`config.mk`:
```
export PLATFORM = sky130hd
export DESIGN_NAME = alu_ctrl_seq_flat
export DESIGN_NICKNAME = d
export VERILOG_FILES = /design/src/rtl/alu_ctrl_seq_pkg.sv /design/src/rtl/alu_ctrl_seq_if.sv /design/src/rtl/alu_ctrl_seq_muldiv_iter.sv /design/src/rtl/alu_ctrl_seq.sv /design/src/flat_wrapper.sv
export SDC_FILE = /design/constraint.sdc
export NUM_CORES = 1
export LEC_CHECK = 0
export BUFFER_PORTS_ARGS = -buffer_cell sky130_fd_sc_hd__buf_2
export CAP_MARGIN = 20
export CORE_UTILIZATION = 45
export CTS_BUF_LIST = sky130_fd_sc_hd__clkbuf_2 sky130_fd_sc_hd__clkbuf_4 sky130_fd_sc_hd__clkbuf_8
export CTS_CLUSTER_SIZE = 14
export DETAILED_ROUTE_END_ITERATION = 7
export MAX_ROUTING_LAYER = met4
export SLEW_MARGIN = 20
export SYNTH_ARGS = -nofsm -noshare
export SYNTH_HDL_FRONTEND = slang
export SYNTH_SLANG_ARGS = --single-unit
```
`constraint.sdc`:
```
create_clock -name clk -period 6 [get_ports clk]
set_clock_uncertainty 0.2 [all_clocks]
set_input_delay 0.6 -clock clk [delete_from_list [all_inputs] [get_ports clk]]
set_output_delay 0.6 -clock clk [all_outputs]
set_load 0.01 [all_outputs]
```
`src/rtl/alu_ctrl_seq_pkg.sv`:
```
// ---------------------------------------------------------------------------
// alu_ctrl_pkg
// Shared definitions for alu_ctrl_seq: control-code width and encodings,
// ALUOp encodings, FSM state type and a helper that recognises the
// multiply/divide control codes.
// Optional feature macro used by the block: ALU_CTRL_SEQ_MEXT_EN.
// ---------------------------------------------------------------------------
package alu_ctrl_pkg;

    localparam int ALU_CTL_W = 4;
    typedef logic [ALU_CTL_W-1:0] alu_ctl_t;

    localparam alu_ctl_t CTL_ADD   = 4'b0000;
    localparam alu_ctl_t CTL_SHL   = 4'b0001;
    localparam alu_ctl_t CTL_SUB   = 4'b0010;
    localparam alu_ctl_t CTL_SLT   = 4'b0011;
    localparam alu_ctl_t CTL_XOR   = 4'b0100;
    localparam alu_ctl_t CTL_SRL   = 4'b0101;
    localparam alu_ctl_t CTL_OR    = 4'b0110;
    localparam alu_ctl_t CTL_AND   = 4'b0111;
    localparam alu_ctl_t CTL_MUL   = 4'b1000;
    localparam alu_ctl_t CTL_MULHU = 4'b1001;
    localparam alu_ctl_t CTL_DIVU  = 4'b1010;
    localparam alu_ctl_t CTL_REMU  = 4'b1011;
    localparam alu_ctl_t CTL_SLTU  = 4'b1100;
    localparam alu_ctl_t CTL_SRA   = 4'b1101;

    localparam logic [1:0] ALUOP_MEM    = 2'b00;
    localparam logic [1:0] ALUOP_BRANCH = 2'b01;
    localparam logic [1:0] ALUOP_RTYPE  = 2'b10;
    localparam logic [1:0] ALUOP_OTHER  = 2'b11;

    typedef enum logic [1:0] {
        ST_IDLE,
        ST_EXEC,
        ST_DONE
    } state_t;

    // MUL/MULHU/DIVU/REMU occupy 10xx; their low two bits select the
    // muldiv_iter operation directly.
    function automatic logic is_muldiv(input alu_ctl_t ctl);
        return ctl[3:2] == 2'b10;
    endfunction

endpackage

```
`src/rtl/alu_ctrl_seq_if.sv`:
```
// ---------------------------------------------------------------------------
// alu_ctrl_seq_if
// Request/response bundle of alu_ctrl_seq.
//   request : in_valid/in_ready, alu_op, funct3, op5, funct7_5, funct7_0,
//             src_a, src_b
//   response: out_valid/out_ready, result, zero, alu_ctl, busy
// master = control unit side, slave = alu_ctrl_seq side.
// ---------------------------------------------------------------------------
interface alu_ctrl_seq_if
    import alu_ctrl_pkg::*;
#(
    parameter int XLEN = 32
);
    logic            in_valid;
    logic            in_ready;
    logic [1:0]      alu_op;
    logic [2:0]      funct3;
    logic            op5;
    logic            funct7_5;
    logic            funct7_0;
    logic [XLEN-1:0] src_a;
    logic [XLEN-1:0] src_b;
    logic            out_valid;
    logic            out_ready;
    logic [XLEN-1:0] result;
    logic            zero;
    alu_ctl_t        alu_ctl;
    logic            busy;

    modport master (
        output in_valid, alu_op, funct3, op5, funct7_5, funct7_0, src_a, src_b,
               out_ready,
        input  in_ready, out_valid, result, zero, alu_ctl, busy
    );

    modport slave (
        input  in_valid, alu_op, funct3, op5, funct7_5, funct7_0, src_a, src_b,
               out_ready,
        output in_ready, out_valid, result, zero, alu_ctl, busy
    );

endinterface

```
`src/rtl/alu_ctrl_seq_muldiv_iter.sv`:
```
// ---------------------------------------------------------------------------
// muldiv_iter
// Iterative unsigned multiply (shift-add) / divide (restoring) core.
// Only compiled into alu_ctrl_seq when ALU_CTRL_SEQ_MEXT_EN is defined.
// Ports:
//   clk, rst   clock, synchronous active-high reset
//   i_start    load operands and begin (XLEN/ITER_PER_CYCLE clocks)
//   i_op       00 MUL, 01 MULHU, 10 DIVU, 11 REMU
//   i_a, i_b   multiplicand/multiplier or dividend/divisor
//   o_done     high in the clock whose edge performs the final step
//   o_result   value after the current clock's steps (valid with o_done)
// ---------------------------------------------------------------------------
module muldiv_iter #(
    parameter int XLEN           = 32,
    parameter int ITER_PER_CYCLE = 1
) (
    input  logic            clk,
    input  logic            rst,
    input  logic            i_start,
    input  logic [1:0]      i_op,
    input  logic [XLEN-1:0] i_a,
    input  logic [XLEN-1:0] i_b,
    output logic            o_done,
    output logic [XLEN-1:0] o_result
);
    localparam int STEPS = XLEN / ITER_PER_CYCLE;
    localparam int CNT_W = $clog2(STEPS + 1);
    localparam logic [CNT_W-1:0] CNT_LOAD = CNT_W'(STEPS);
    localparam logic [CNT_W-1:0] CNT_LAST = CNT_W'(1);

    // r_hi/r_lo: product {hi,lo} for multiply, {remainder,quotient} for divide
    logic [XLEN-1:0]  r_hi, r_lo, r_b;
    logic [1:0]       r_op;
    logic [CNT_W-1:0] r_cnt;
    logic             r_busy;

    logic [XLEN-1:0]  w_hi, w_lo;
    logic [XLEN:0]    w_sum, w_rem;

    always_comb begin
        w_hi  = r_hi;
        w_lo  = r_lo;
        w_sum = '0;
        w_rem = '0;
        for (int unsigned i = 0; i < ITER_PER_CYCLE; i++) begin
            if (!r_op[1]) begin
                // add multiplicand into the high half, then shift the
                // 2*XLEN+1 bit accumulator right by one
                w_sum = {1'b0, w_hi} + (w_lo[0] ? {1'b0, r_b} : '0);
                w_lo  = {w_sum[0], w_lo[XLEN-1:1]};
                w_hi  = w_sum[XLEN:1];
            end else begin
                w_rem = {w_hi, w_lo[XLEN-1]};
                w_lo  = {w_lo[XLEN-2:0], 1'b0};
                if (w_rem >= {1'b0, r_b}) begin
                    w_rem = w_rem - {1'b0, r_b};
                    w_lo[0] = 1'b1;
                end
                w_hi = w_rem[XLEN-1:0];
            end
        end
    end

    assign o_result = r_op[0] ? w_hi : w_lo;
    assign o_done   = r_busy && (r_cnt == CNT_LAST);

    always_ff @(posedge clk) begin
        if (rst) begin
            r_hi   <= '0;
            r_lo   <= '0;
            r_b    <= '0;
            r_op   <= '0;
            r_cnt  <= '0;
            r_busy <= 1'b0;
        end else if (i_start) begin
            r_hi   <= '0;
            r_lo   <= i_a;
            r_b    <= i_b;
            r_op   <= i_op;
            r_cnt  <= CNT_LOAD;
            r_busy <= 1'b1;
        end else if (r_busy) begin
            r_hi  <= w_hi;
            r_lo  <= w_lo;
            r_cnt <= r_cnt - 1'b1;
            if (r_cnt == CNT_LAST) begin
                r_busy <= 1'b0;
            end
        end
    end

endmodule

```
`src/rtl/alu_ctrl_seq.sv`:
```
// ---------------------------------------------------------------------------
// alu_ctrl_seq
// ALU control decoder plus registered execution unit. Base ops complete in
// one clock; with ALU_CTRL_SEQ_MEXT_EN defined, MUL/MULHU/DIVU/REMU run on
// muldiv_iter (XLEN/ITER_PER_CYCLE clocks). Without the macro funct7_0 is
// ignored, the FSM uses only IDLE/DONE and busy is constant 0.
// Parameters: XLEN (power of 2, >= 8), ITER_PER_CYCLE (1, 2 or 4, divides XLEN)
// Ports:
//   clk, rst  clock, synchronous active-high reset
//   bus       alu_ctrl_seq_if.slave: request handshake + decode fields +
//             operands in, result handshake + result/zero/alu_ctl/busy out
// ---------------------------------------------------------------------------
module alu_ctrl_seq
    import alu_ctrl_pkg::*;
#(
    parameter int XLEN           = 32,
    parameter int ITER_PER_CYCLE = 1
) (
    input  logic          clk,
    input  logic          rst,
    alu_ctrl_seq_if.slave bus
);
    localparam int SH_W = $clog2(XLEN);

    state_t          r_state, w_next;
    logic [XLEN-1:0] r_result;
    alu_ctl_t        r_alu_ctl;

    alu_ctl_t        w_ctl;
    logic [XLEN-1:0] w_base;
    logic [XLEN-1:0] w_load_val;
    logic            w_load;
    logic [SH_W-1:0] w_shamt;

    assign w_shamt = bus.src_b[SH_W-1:0];

`ifdef ALU_CTRL_SEQ_MEXT_EN
    logic            w_start;
    logic            w_md_done;
    logic [XLEN-1:0] w_md_result;

    muldiv_iter #(
        .XLEN           (XLEN),
        .ITER_PER_CYCLE (ITER_PER_CYCLE)
    ) u_muldiv (
        .clk      (clk),
        .rst      (rst),
        .i_start  (w_start),
        .i_op     (w_ctl[1:0]),
        .i_a      (bus.src_a),
        .i_b      (bus.src_b),
        .o_done   (w_md_done),
        .o_result (w_md_result)
    );
`else
    logic w_unused_funct7_0;
    assign w_unused_funct7_0 = bus.funct7_0;
`endif

    // Decode
    always_comb begin
        w_ctl = CTL_ADD;
        case (bus.alu_op)
            ALUOP_BRANCH: begin
                case (bus.funct3[2:1])
                    2'b10:   w_ctl = CTL_SLT;
                    2'b11:   w_ctl = CTL_SLTU;
                    default: w_ctl = CTL_SUB;
                endcase
            end
            ALUOP_RTYPE: begin
`ifdef ALU_CTRL_SEQ_MEXT_EN
                if (bus.op5 && bus.funct7_0) begin
                    case (bus.funct3)
                        3'b000:  w_ctl = CTL_MUL;
                        3'b011:  w_ctl = CTL_MULHU;
                        3'b101:  w_ctl = CTL_DIVU;
                        3'b111:  w_ctl = CTL_REMU;
                        default: w_ctl = CTL_ADD;
                    endcase
                end else
`endif
                begin
                    case (bus.funct3)
                        3'b000:  w_ctl = (bus.op5 && bus.funct7_5) ? CTL_SUB : CTL_ADD;
                        3'b001:  w_ctl = CTL_SHL;
                        3'b010:  w_ctl = CTL_SLT;
                        3'b011:  w_ctl = CTL_SLTU;
                        3'b100:  w_ctl = CTL_XOR;
                        3'b101:  w_ctl = bus.funct7_5 ? CTL_SRA : CTL_SRL;
                        3'b110:  w_ctl = CTL_OR;
                        default: w_ctl = CTL_AND;
                    endcase
                end
            end
            default: w_ctl = CTL_ADD;
        endcase
    end

    // Single-cycle datapath
    always_comb begin
        w_base = '0;
        case (w_ctl)
            CTL_ADD:  w_base = bus.src_a + bus.src_b;
            CTL_SUB:  w_base = bus.src_a - bus.src_b;
            CTL_SHL:  w_base = bus.src_a << w_shamt;
            CTL_SRL:  w_base = bus.src_a >> w_shamt;
            CTL_SRA:  w_base = $unsigned($signed(bus.src_a) >>> w_shamt);
            CTL_SLT:  w_base = {{(XLEN-1){1'b0}}, $signed(bus.src_a) < $signed(bus.src_b)};
            CTL_SLTU: w_base = {{(XLEN-1){1'b0}}, bus.src_a < bus.src_b};
            CTL_XOR:  w_base = bus.src_a ^ bus.src_b;
            CTL_OR:   w_base = bus.src_a | bus.src_b;
            CTL_AND:  w_base = bus.src_a & bus.src_b;
`ifdef ALU_CTRL_SEQ_MEXT_EN
            // only selected for the divide-by-zero early-out
            CTL_DIVU: w_base = '1;
            CTL_REMU: w_base = bus.src_a;
`endif
            default:  w_base = '0;
        endcase
    end

    // FSM next state and handshake outputs
    always_comb begin
        w_next        = r_state;
        w_load        = 1'b0;
        w_load_val    = w_base;
        bus.in_ready  = 1'b0;
        bus.out_valid = 1'b0;
        bus.busy      = 1'b0;
`ifdef ALU_CTRL_SEQ_MEXT_EN
        w_start       = 1'b0;
`endif
        case (r_state)
            ST_IDLE: begin
                bus.in_ready = 1'b1;
                if (bus.in_valid) begin
`ifdef ALU_CTRL_SEQ_MEXT_EN
                    if (is_muldiv(w_ctl) && !(w_ctl[1] && bus.src_b == '0)) begin
                        w_start = 1'b1;
                        w_next  = ST_EXEC;
                    end else
`endif
                    begin
                        w_load = 1'b1;
                        w_next = ST_DONE;
                    end
                end
            end
`ifdef ALU_CTRL_SEQ_MEXT_EN
            ST_EXEC: begin
                bus.busy = 1'b1;
                if (w_md_done) begin
                    w_load     = 1'b1;
                    w_load_val = w_md_result;
                    w_next     = ST_DONE;
                end
            end
`endif
            ST_DONE: begin
                bus.out_valid = 1'b1;
                if (bus.out_ready) begin
                    w_next = ST_IDLE;
                end
            end
            default: w_next = ST_IDLE;
        endcase
    end

    always_ff @(posedge clk) begin
        if (rst) begin
            r_state   <= ST_IDLE;
            r_result  <= '0;
            r_alu_ctl <= '0;
        end else begin
            r_state <= w_next;
            if (w_load) begin
                r_result <= w_load_val;
            end
            if (r_state == ST_IDLE && bus.in_valid) begin
                r_alu_ctl <= w_ctl;
            end
        end
    end

    assign bus.result  = r_result;
    assign bus.zero    = (r_result == '0);
    assign bus.alu_ctl = r_alu_ctl;

endmodule

```
`src/flat_wrapper.sv`:
```
// flat-port wrapper written by rule: the top's interface ports become plain ports
module alu_ctrl_seq_flat import alu_ctrl_pkg::*;
#(
    parameter int XLEN           = 32,
    parameter int ITER_PER_CYCLE = 1
)
  (clk, rst, bus_in_valid, bus_alu_op, bus_funct3, bus_op5, bus_funct7_5, bus_funct7_0, bus_src_a, bus_src_b, bus_out_ready, bus_in_ready, bus_out_valid, bus_result, bus_zero, bus_alu_ctl, bus_busy);
  alu_ctrl_seq_if #(.XLEN(XLEN)) bus_i ();
  input  logic clk;
  input  logic rst;
  input wire logic [$bits(bus_i.in_valid)-1:0] bus_in_valid;
  input wire logic [$bits(bus_i.alu_op)-1:0] bus_alu_op;
  input wire logic [$bits(bus_i.funct3)-1:0] bus_funct3;
  input wire logic [$bits(bus_i.op5)-1:0] bus_op5;
  input wire logic [$bits(bus_i.funct7_5)-1:0] bus_funct7_5;
  input wire logic [$bits(bus_i.funct7_0)-1:0] bus_funct7_0;
  input wire logic [$bits(bus_i.src_a)-1:0] bus_src_a;
  input wire logic [$bits(bus_i.src_b)-1:0] bus_src_b;
  input wire logic [$bits(bus_i.out_ready)-1:0] bus_out_ready;
  output wire logic [$bits(bus_i.in_ready)-1:0] bus_in_ready;
  output wire logic [$bits(bus_i.out_valid)-1:0] bus_out_valid;
  output wire logic [$bits(bus_i.result)-1:0] bus_result;
  output wire logic [$bits(bus_i.zero)-1:0] bus_zero;
  output wire logic [$bits(bus_i.alu_ctl)-1:0] bus_alu_ctl;
  output wire logic [$bits(bus_i.busy)-1:0] bus_busy;
  assign bus_i.in_valid = bus_in_valid;
  assign bus_i.alu_op = bus_alu_op;
  assign bus_i.funct3 = bus_funct3;
  assign bus_i.op5 = bus_op5;
  assign bus_i.funct7_5 = bus_funct7_5;
  assign bus_i.funct7_0 = bus_funct7_0;
  assign bus_i.src_a = bus_src_a;
  assign bus_i.src_b = bus_src_b;
  assign bus_i.out_ready = bus_out_ready;
  assign bus_in_ready = bus_i.in_ready;
  assign bus_out_valid = bus_i.out_valid;
  assign bus_result = bus_i.result;
  assign bus_zero = bus_i.zero;
  assign bus_alu_ctl = bus_i.alu_ctl;
  assign bus_busy = bus_i.busy;
  alu_ctrl_seq #(.XLEN(XLEN), .ITER_PER_CYCLE(ITER_PER_CYCLE)) u_core (.clk(clk), .rst(rst), .bus(bus_i));
endmodule
```
* Yosys cells after proc, flatten, opt, wreduce, memory -nomap -nowiden *
Index checks and enable logic that the tools add are counted.

word-level totals
  register bits = 38
  latch bits = 0
  memory bits (writable) = 0
  bits in read-only memories = 0
  memories = 0

operators by class
  $add $sub $neg = 2
  $mul = 0
  div/mod/pow operators = 0
  magnitude comparators = 2
  equality and inequality tests = 22
  shift-type cells = 3
  mux-type cells = 13
  bitwise operators = 3
  reductions and logical operators = 7

operators with widths
  kind                                                                   count
  32-bit case mux with 10 select lines                                   1
  32-bit less-than comparator                                            2
  32-bit adder                                                           1
  32-bit AND                                                             1
  32-bit zero test                                                       1
  32-bit bitwise OR                                                      1
  32-bit by 5-bit left shift with 32-bit output                          1
  32-bit by 5-bit >> shifter with 32-bit output                          1
  32-bit by 5-bit >>> shifter with 32-bit output                         1
  32-bit subtractor                                                      1
  32-bit bitwise XOR                                                     1
  4-bit case mux with 7 select lines                                     1
  4-bit by 3-bit equality test with 1-bit output, second input constant  4
  4-bit case mux with 2 select lines                                     2
  3-bit equality test, second input constant                             3
  2-bit equality test, second input constant                             4
  4-bit by 2-bit equality test with 1-bit output, second input constant  2
  4-bit equality test, second input constant                             2
  3-bit by 2-bit equality test with 1-bit output, second input constant  2
  2-bit two-way mux                                                      3
  4-bit by 1-bit equality test with 1-bit output, second input constant  1
  4-bit zero test                                                        1
  1-bit two-way mux                                                      4
  4-bit two-way mux                                                      1
  other kinds (8)                                                        10

* Longest topological paths before layout *
Gate-level depths: netlist of run 1.

  word-level depth = 6
  depth in mapped cells = 15
  depth with buffers taken out = 12

* Least setup slack after synthesis of run 1 *
Ideal clock, no wire load.

  path type = input port to flip-flop
  start point = input port bus_src_b[3]
  end point = register u_core.r_result[27], in the netlist u_core.bus.result[27]
  setup time = 0.114 ns
  arrival time = 3.713 ns
  required time = 5.686 ns
  setup slack = 1.973 ns
  cell stages on the path = 14
  cells stage by stage = inv_1 -> buf_1 -> buf_1 -> buf_2 -> ha_1 -> inv_1 -> o221ai_1 -> a21oi_1 -> a31o_2 -> a21oi_1 -> o311ai_2 -> a311oi_1 -> a221o_1 -> a21o_1

between the ends
  word-level cells in the longest chain between the ends = 2

ends and longest elaborated chain
  element                                    line                 text
  start: declaration                         flat_wrapper.sv:18   input wire logic [$bits(bus_i.src_b)-1:0] bus_src_b;
  32-bit subtractor (tied with other cells)  alu_ctrl_seq.sv:105  CTL_SUB: w_base = bus.src_a - bus.src_b;
  32-bit case mux with 10 select lines *     alu_ctrl_seq.sv:103  case (w_ctl)
  end signal: assignment                     alu_ctrl_seq.sv:178  r_result <= w_load_val;
  end: declaration                           alu_ctrl_seq.sv:26   logic [XLEN-1:0] r_result;

Every way passes the cells marked *; elsewhere a longest branch is shown, timed or not.
A chain may end at the register's enable or synchronous reset.

* Final worst setup path of run 1 *
  start point = input port bus_src_b[0]
  end point = register u_core.r_result[28], in the netlist u_core.bus.result[28]

The elaborated chain is that of the path after synthesis.

==> results of run 1 <==
power by group through the flow:
stage / combinational (mW) / sequential, mW / clock (mW)
after detailed placement: 1.10 / 0.314 / 0
after global routing: 1.21 / 0.311 / 0.207
after CTS: 1.11 / 0.309 / 0.197
final: 1.14 / 0.311 / 0.201
after global placement: 1.10 / 0.314 / 0
after floorplan: 0.720 / 0.309 / 0
worst min path at each step:
| stage | startpoint | endpoint | slack, ns | depth (start not counted) |
|---|---|---|---|---|
| 2_1_floorplan | u_core.bus.alu_ctl[2] | u_core.bus.alu_ctl[2] | 0.28 | 2 |
| 3_3_place_gp | u_core.bus.alu_ctl[3] | u_core.bus.alu_ctl[3] | 0.24 | 2 |
| 3_5_place_dp | u_core.bus.alu_ctl[3] | u_core.bus.alu_ctl[3] | 0.25 | 2 |
| 4_1_cts | bus_out_ready | u_core.r_state[1] | 0.26 | 2 |
| 5_1_grt | bus_out_ready | u_core.r_state[1] | 0.25 | 2 |
| 6_report | bus_out_ready | u_core.r_state[1] | 0.25 | 2 |
sequential cells by signal, indices dropped and copies added, names as in the netlist:
name	count
u_core.r_state	1
u_core.bus.result	32
u_core.bus.alu_ctl	4
layer usage:
layer,share of wire [%],track usage [%]
met5,0,-
met4,4.8,16.4
met3,9.6,4.11
met2,45,65.2
met1,41,55.2
worst max-delay path: stages:
cell and delay (ns):
buf_4 0.36, ha_1 0.39, inv_1 0.09, fa_1 0.41, nor2b_1 0.18, o21bai_1 0.10, a31o_1 0.29, a22oi_2 0.31
a221oi_1 0.16, buf_4 0.18, o41ai_2 0.33, a211oi_1 0.12, a311oi_1 0.56, nand2_1 0.12
cells by family (layout without fill, tap and decap cells):
kind of cell,count (synthesis),in the layout
buf+inv,226,261
other cells,1,1
flops,37,37
xor+xnor,10,10
fa+ha+maj,103,103
compound gates,546,546
simple gates,508,508
mux,115,115
cell type report:
| cell class | instances | area (um2) |
|---|---|---|
| Clock inverter | 3 | 21.3 |
| Timing Repair Buffer | 147 | 823 |
| Multi-Input combinational cell | 1283 | 8970 |
| Clock buffer | 5 | 68.8 |
| Sequential cell | 37 | 741 |
| Inverter | 106 | 398 |
| Tap cell | 319 | 399 |
| Fill cell | 2558 | 12000 |
layout by cell type, fill, tap and decap left out, types with 13 or more instances in the layout:
cell and n:
nor2_1 191, nand2_1 147, a21oi_1 133, buf_2 112
inv_1 103, ha_1 101, o21ai_0 88, mux2i_1 55
dfxtp_1 37, buf_4 35, nor3_1 33, nand3_1 30
a211oi_1 30, o211ai_1 29, mux4_2 28, mux2_2 25
o22ai_1 21, nor4_1 20, a31oi_1 20, o21bai_1 19
o21ai_1 17, a221oi_1 14, a21o_1 14, o221ai_1 13
==> flow_metrics.py, run 1 <==
metrics = {
    "status": {
        "outcome": "completed",
    },
    "power": {
        "p_int_uw": 750,
        "p_leak_nw": 4.88,
        "swShare_pct": 54.5,
        "pwr-share-comb_pct": 69.0,
        "finalPower_mw": 1.65,
        "p_clk_share_pct": 12.2,
        "seqPwrFrac_pct": 18.8,
        "switchingPower_uw": 900,
        "p_per_area_nw_per_um2": 144,
        "ir_worst_vdd_uv": 92.4,
    },
    "sta": {
        "setup_violations": 0,
        "final_max_slew_viol_count": 0,
        "tightest_slew_ns": 1.00,
        "layout_setup_ws_ns": 1.77,
        "fin_crit_sh_pct": 70.5,
        "timing.fmax_ghz": 0.236,
        "finalHoldViolCount": 0,
        "finalSetupTns_ns": 0,
        "relSlewSlack_pct": 33.0,
        "fin_crit_ns": 4.23,
        "hold_slack_ns": 0.250,
        "rsz0062_at_grt": "false",
    },
    "worst_setup_path": {
        "critPathRequiredTime_ns": 5.99,
        "arrival_ns": 4.22,
        "end_kind": "flip-flop",
        "worst_r2r_path_depth": 9,
        "r2r_end": "u_core.bus.result[28]",
        "worstPathMaxFanout": 29,
        "cp-start-kind": "primary input",
        "r2r-start": "u_core.r_state[1]",
        "crit_start": "bus_src_b[0]",
        "reg2reg_slack_ns": 2.99,
        "criticalPathCategory": "in2reg",
        "crit_end": "u_core.bus.result[28]",
    },
    "synthesis": {
        "muxShareOfSynthArea_pct": 14.6,
        "async_reset_ff_share_pct": 0,
        "syn_area_um2": 10700,
        "synth_area_leader_cell": "ha_1",
        "synth_compound_area_share_pct": 34.8,
        "syn_inst": 1546,
        "synth.avg_cell_area_um2": 6.91,
        "synth_nets": 1725,
        "synthTopCellsByArea": "ha_1 12%, dfxtp_1 6.9%, nor2_1 6.7%",
        "yosysWarnings": 0,
        "synth_xor_area_share_pct": 0.820,
        "synth.ff_latch_count": 37,
        "synth-adder-area-share_pct": 12.2,
        "synth_edf_count": 0,
        "synthTopCellsByCount": "192 x nor2_1, 147 x nand2_1, 133 x a21oi_1, 104 x inv_1, 101 x ha_1",
        "yosys.area_share.simple_pct": 21.5,
        "synth_top_family_by_area": "compound AO/OA/AOI/OAI gates",
        "ys_types": 98,
        "yosysSeqAreaShare_pct": 6.94,
        "synthFlopType": "dfxtp_1",
        "synth.most_common_cell": "nor2_1",
        "yosysTopAreaCellShare_pct": 11.8,
    },
    "clocking": {
        "post_cts_buffers": 0,
        "clk_pin_slew_worst_paths_ns": 0.10,
        "cts_root_buffer": "clkbuf_8",
        "hold_buffers": 0,
        "numCtsBuffers": 5,
        "cts_tree": "built",
        "cts_resized": 0,
        "clk_path_buf_depth": 2,
        "clock_sinks": 37,
        "h-tree-depth": 2,
        "clk_latency_ns": 0.32,
    },
    "die": {
        "fp.dieH_um": 156,
        "start_util_pct": 45.6,
        "placementRows": 56,
        "ios": 116,
        "die_w_um": 156,
        "core-area_um2": 23400,
        "die-area_um2": 24400,
    },
    "route": {
        "vias": 12889,
        "antenna_left": 0,
        "wire_per_inst_um": 26.4,
        "drtPass1Iterations": 6,
        "vias_per_cell": 6.78,
        "wl_mm": 50.1,
        "drt_iter0_drc": 1564,
        "drc_errors": 0,
    },
    "placement": {
        "place_congestion": 1.01,
        "dp_cells": 1892,
        "placed_area_um2": 11300,
        "place_ws_ns": 1.59,
        "dp_hpwl_mm": 39.1,
        "io_buffers": 113,
    },
    "global_routing": {
        "grt_usage_pct": 41.7,
        "grt_pass1_vias": 11407,
        "grt_max_degree": 65,
        "antenna_found_initial": 0,
        "overflow": 0,
        "grt_pass1_wl_mm": 73.8,
    },
    "final_layout": {
        "fin_nets": 1759,
        "layout.cells.non_filler": 1900,
        "diodes": 0,
        "drive_above_1_share_pct": 15.6,
        "area_growth_pct": 6.98,
        "final_area_um2": 11400,
        "fin_util_pct": 48.8,
    },
    "min_path": {
        "hp-class": "in2reg",
    },
    "run": {
        "drv_cap": 0,
    },
}
Note: power is estimated with default switching activity, not from simulation.
==> run 2: changes to the inputs <==
==> constraint.sdc (replaced) <==
create_clock -name clk -period 4 [get_ports clk]
set_clock_uncertainty 0.2 [all_clocks]
set_input_delay 0.4 -clock clk [delete_from_list [all_inputs] [get_ports clk]]
set_output_delay 0.4 -clock clk [all_outputs]
set_load 0.01 [all_outputs]
==> flow_metrics.py, run 2 (same netlist as run 1, synthesis figures left out) <==
metrics = {
    "status": {
        "outcome": "completed",
    },
    "worst_setup_path": {
        "worstPathMaxFanout": 5,
        "crit_buf_inv": 3,
        "critPathMaxStageDelay_ns": 0.46,
        "critPathRequiredTime_ns": 3.99,
        "worst_r2r_path_depth": 9,
        "cp_top_family": "compound AO/OA/AOI/OAI gates",
        "cp-start-kind": "primary input",
        "criticalPathCategory": "in2reg",
        "slowest_stage": "a31oi_1",
        "r2r-start": "u_core.r_state[1]",
        "end_kind": "flip-flop",
        "r2r_end": "u_core.bus.result[29]",
        "cp_cell_sequence": "buf_2, inv_1, ha_1, fa_1, nor2_1, o221ai_1, buf_4, a31oi_1, a21oi_1, o21a_1, a31oi_1, nor2_1, o22ai_1, a2bb2oi_1",
        "arrival_ns": 3.50,
        "reg2reg_slack_ns": 1.37,
    },
    "die": {
        "fp.dieH_um": 156,
        "core-area_um2": 23400,
        "die-area_um2": 24400,
        "placementRows": 56,
        "ios": 116,
        "start_util_pct": 45.6,
        "die_w_um": 156,
    },
    "route": {
        "wire_per_inst_um": 27.1,
        "drt_iter0_drc": 1767,
        "drtPass1Iterations": 6,
        "vias": 13215,
        "vias_per_cell": 6.73,
        "drc_errors": 0,
        "antenna_left": 0,
        "wl_mm": 53.2,
    },
    "sta": {
        "finalSetupTns_ns": 0,
        "setup_violations": 0,
        "rsz0062_at_grt": "false",
        "final_max_slew_viol_count": 0,
        "fin_crit_sh_pct": 87.8,
        "fin_crit_ns": 3.51,
        "relSlewSlack_pct": 20.0,
        "tightest_slew_ns": 1.19,
        "timing.fmax_ghz": 0.285,
        "finalHoldViolCount": 0,
        "hold_slack_ns": 0.0571,
    },
    "clocking": {
        "hold_buffers": 0,
        "cts_resized": 0,
        "clk_pin_slew_worst_paths_ns": 0.09,
        "post_cts_buffers": 0,
        "cts_root_buffer": "clkbuf_8",
        "cts_tree": "built",
        "h-tree-depth": 2,
        "clock_sinks": 37,
        "clk_path_buf_depth": 2,
        "numCtsBuffers": 5,
        "clk_latency_ns": 0.31,
    },
    "final_layout": {
        "fin_nets": 1823,
        "nFillCells": 2542,
        "fin_util_pct": 51.0,
        "final_cell_mix": "191 x nor2_1, 147 x nand2_1, 133 x a21oi_1",
        "layout.cells.non_filler": 1964,
        "drive_above_1_share_pct": 18.9,
        "area_growth_pct": 11.7,
        "largest_reg_flops": 32,
        "final_common_cell": "nor2_1",
        "diodes": 0,
    },
    "power": {
        "p_leak_nw": 5.20,
        "finalPower_mw": 2.57,
        "pwr-share-comb_pct": 70.8,
        "seqPwrFrac_pct": 18.1,
        "p_int_mw": 1.19,
        "p_per_area_nw_per_um2": 216,
        "ir_worst_vdd_uv": 122,
        "switchingPower_mw": 1.38,
        "swShare_pct": 53.8,
        "p_clk_share_pct": 11.0,
    },
    "global_routing": {
        "grt_pass1_wl_mm": 77.4,
        "grt_max_degree": 84,
        "antenna_found_initial": 0,
        "overflow": 0,
        "grt_usage_pct": 44.1,
        "grt_pass1_vias": 11911,
    },
    "min_path": {
        "min_to": "u_core.r_state[1]",
        "min-delay-start": "bus_out_ready",
        "hold_depth": 2,
        "hp-class": "in2reg",
    },
    "placement": {
        "io_buffers": 113,
        "dp_cells": 1956,
        "place_congestion": 1.04,
        "dp_hpwl_mm": 42.4,
    },
    "run": {
        "drv_cap": 0,
    },
}
## run 2: changes by cell type in the layout (fill, tap and decap cells not counted)
cell and change:
buf_12 +2, buf_4 +62, clkinv_2 +1, inv_6 -1
## run 2: worst max-delay path by stage
stage | start | to | slack (ns) | cells after the start
after floorplan | bus_src_b[3] | u_core.bus.result[27] | 0.17 | 14
after global placement | bus_src_b[2] | u_core.bus.result[28] | 0.29 | 14
after detailed placement | bus_src_b[2] | u_core.bus.result[28] | 0.27 | 14
after CTS | bus_src_b[2] | u_core.bus.result[28] | 0.59 | 14
after global routing | bus_src_b[2] | u_core.bus.result[28] | 0.34 | 14
final | bus_src_a[0] | u_core.bus.result[30] | 0.49 | 14
## run 2: final cells by class
type / count / area (um2) / area share [%]
repair buffers: 211 / 1330 / 11.1
clock inverters: 3 / 17.5 / 0.147
inverters: 106 / 398 / 3.34
flip-flops and latches: 37 / 741 / 6.21
well taps: 319 / 399 / 3.35
multi-input cells: 1283 / 8970 / 75.2
clock buffers: 5 / 68.8 / 0.577
## run 2: through the flow
stage / worst slack (ns) / instance area [um2]
detailed placement: 0.273 / 11800
global route: 0.339 / 11900
floorplan: 0.173 / 10700
finish: 0.489 / 11900
CTS: 0.586 / 11900
global placement: 0.293 / 11800
## run 2: power by group through the flow
stage | combinational (mW) | clock [mW] | sequential (mW)
2_1_floorplan | 1.08 | 0 | 0.464
3_5_place_dp | 1.75 | 0 | 0.471
3_3_place_gp | 1.75 | 0 | 0.472
6_report | 1.82 | 0.284 | 0.466
4_1_cts | 1.76 | 0.282 | 0.463
5_1_grt | 1.93 | 0.299 | 0.467
## run 2: layer usage
layer	GRT usage, %	up-vias	wire length [um]
li1	-	5956	-
met1	56.8	6260	21500
met2	67.5	849	23500
met3	5.78	150	4850
met4	21.9	0	3260
met5	-	-	0
## run 2: worst reg2reg max path, stage by stage (launching register included)
cell and delay, ns:
dfxtp_1 0.35, inv_1 0.07, nand2_1 0.43, a311o_1 0.55, buf_4 0.21, nor2_2 0.34, nand3_1 0.12, nor2_1 0.11
a21oi_1 0.05, o211ai_1 0.12
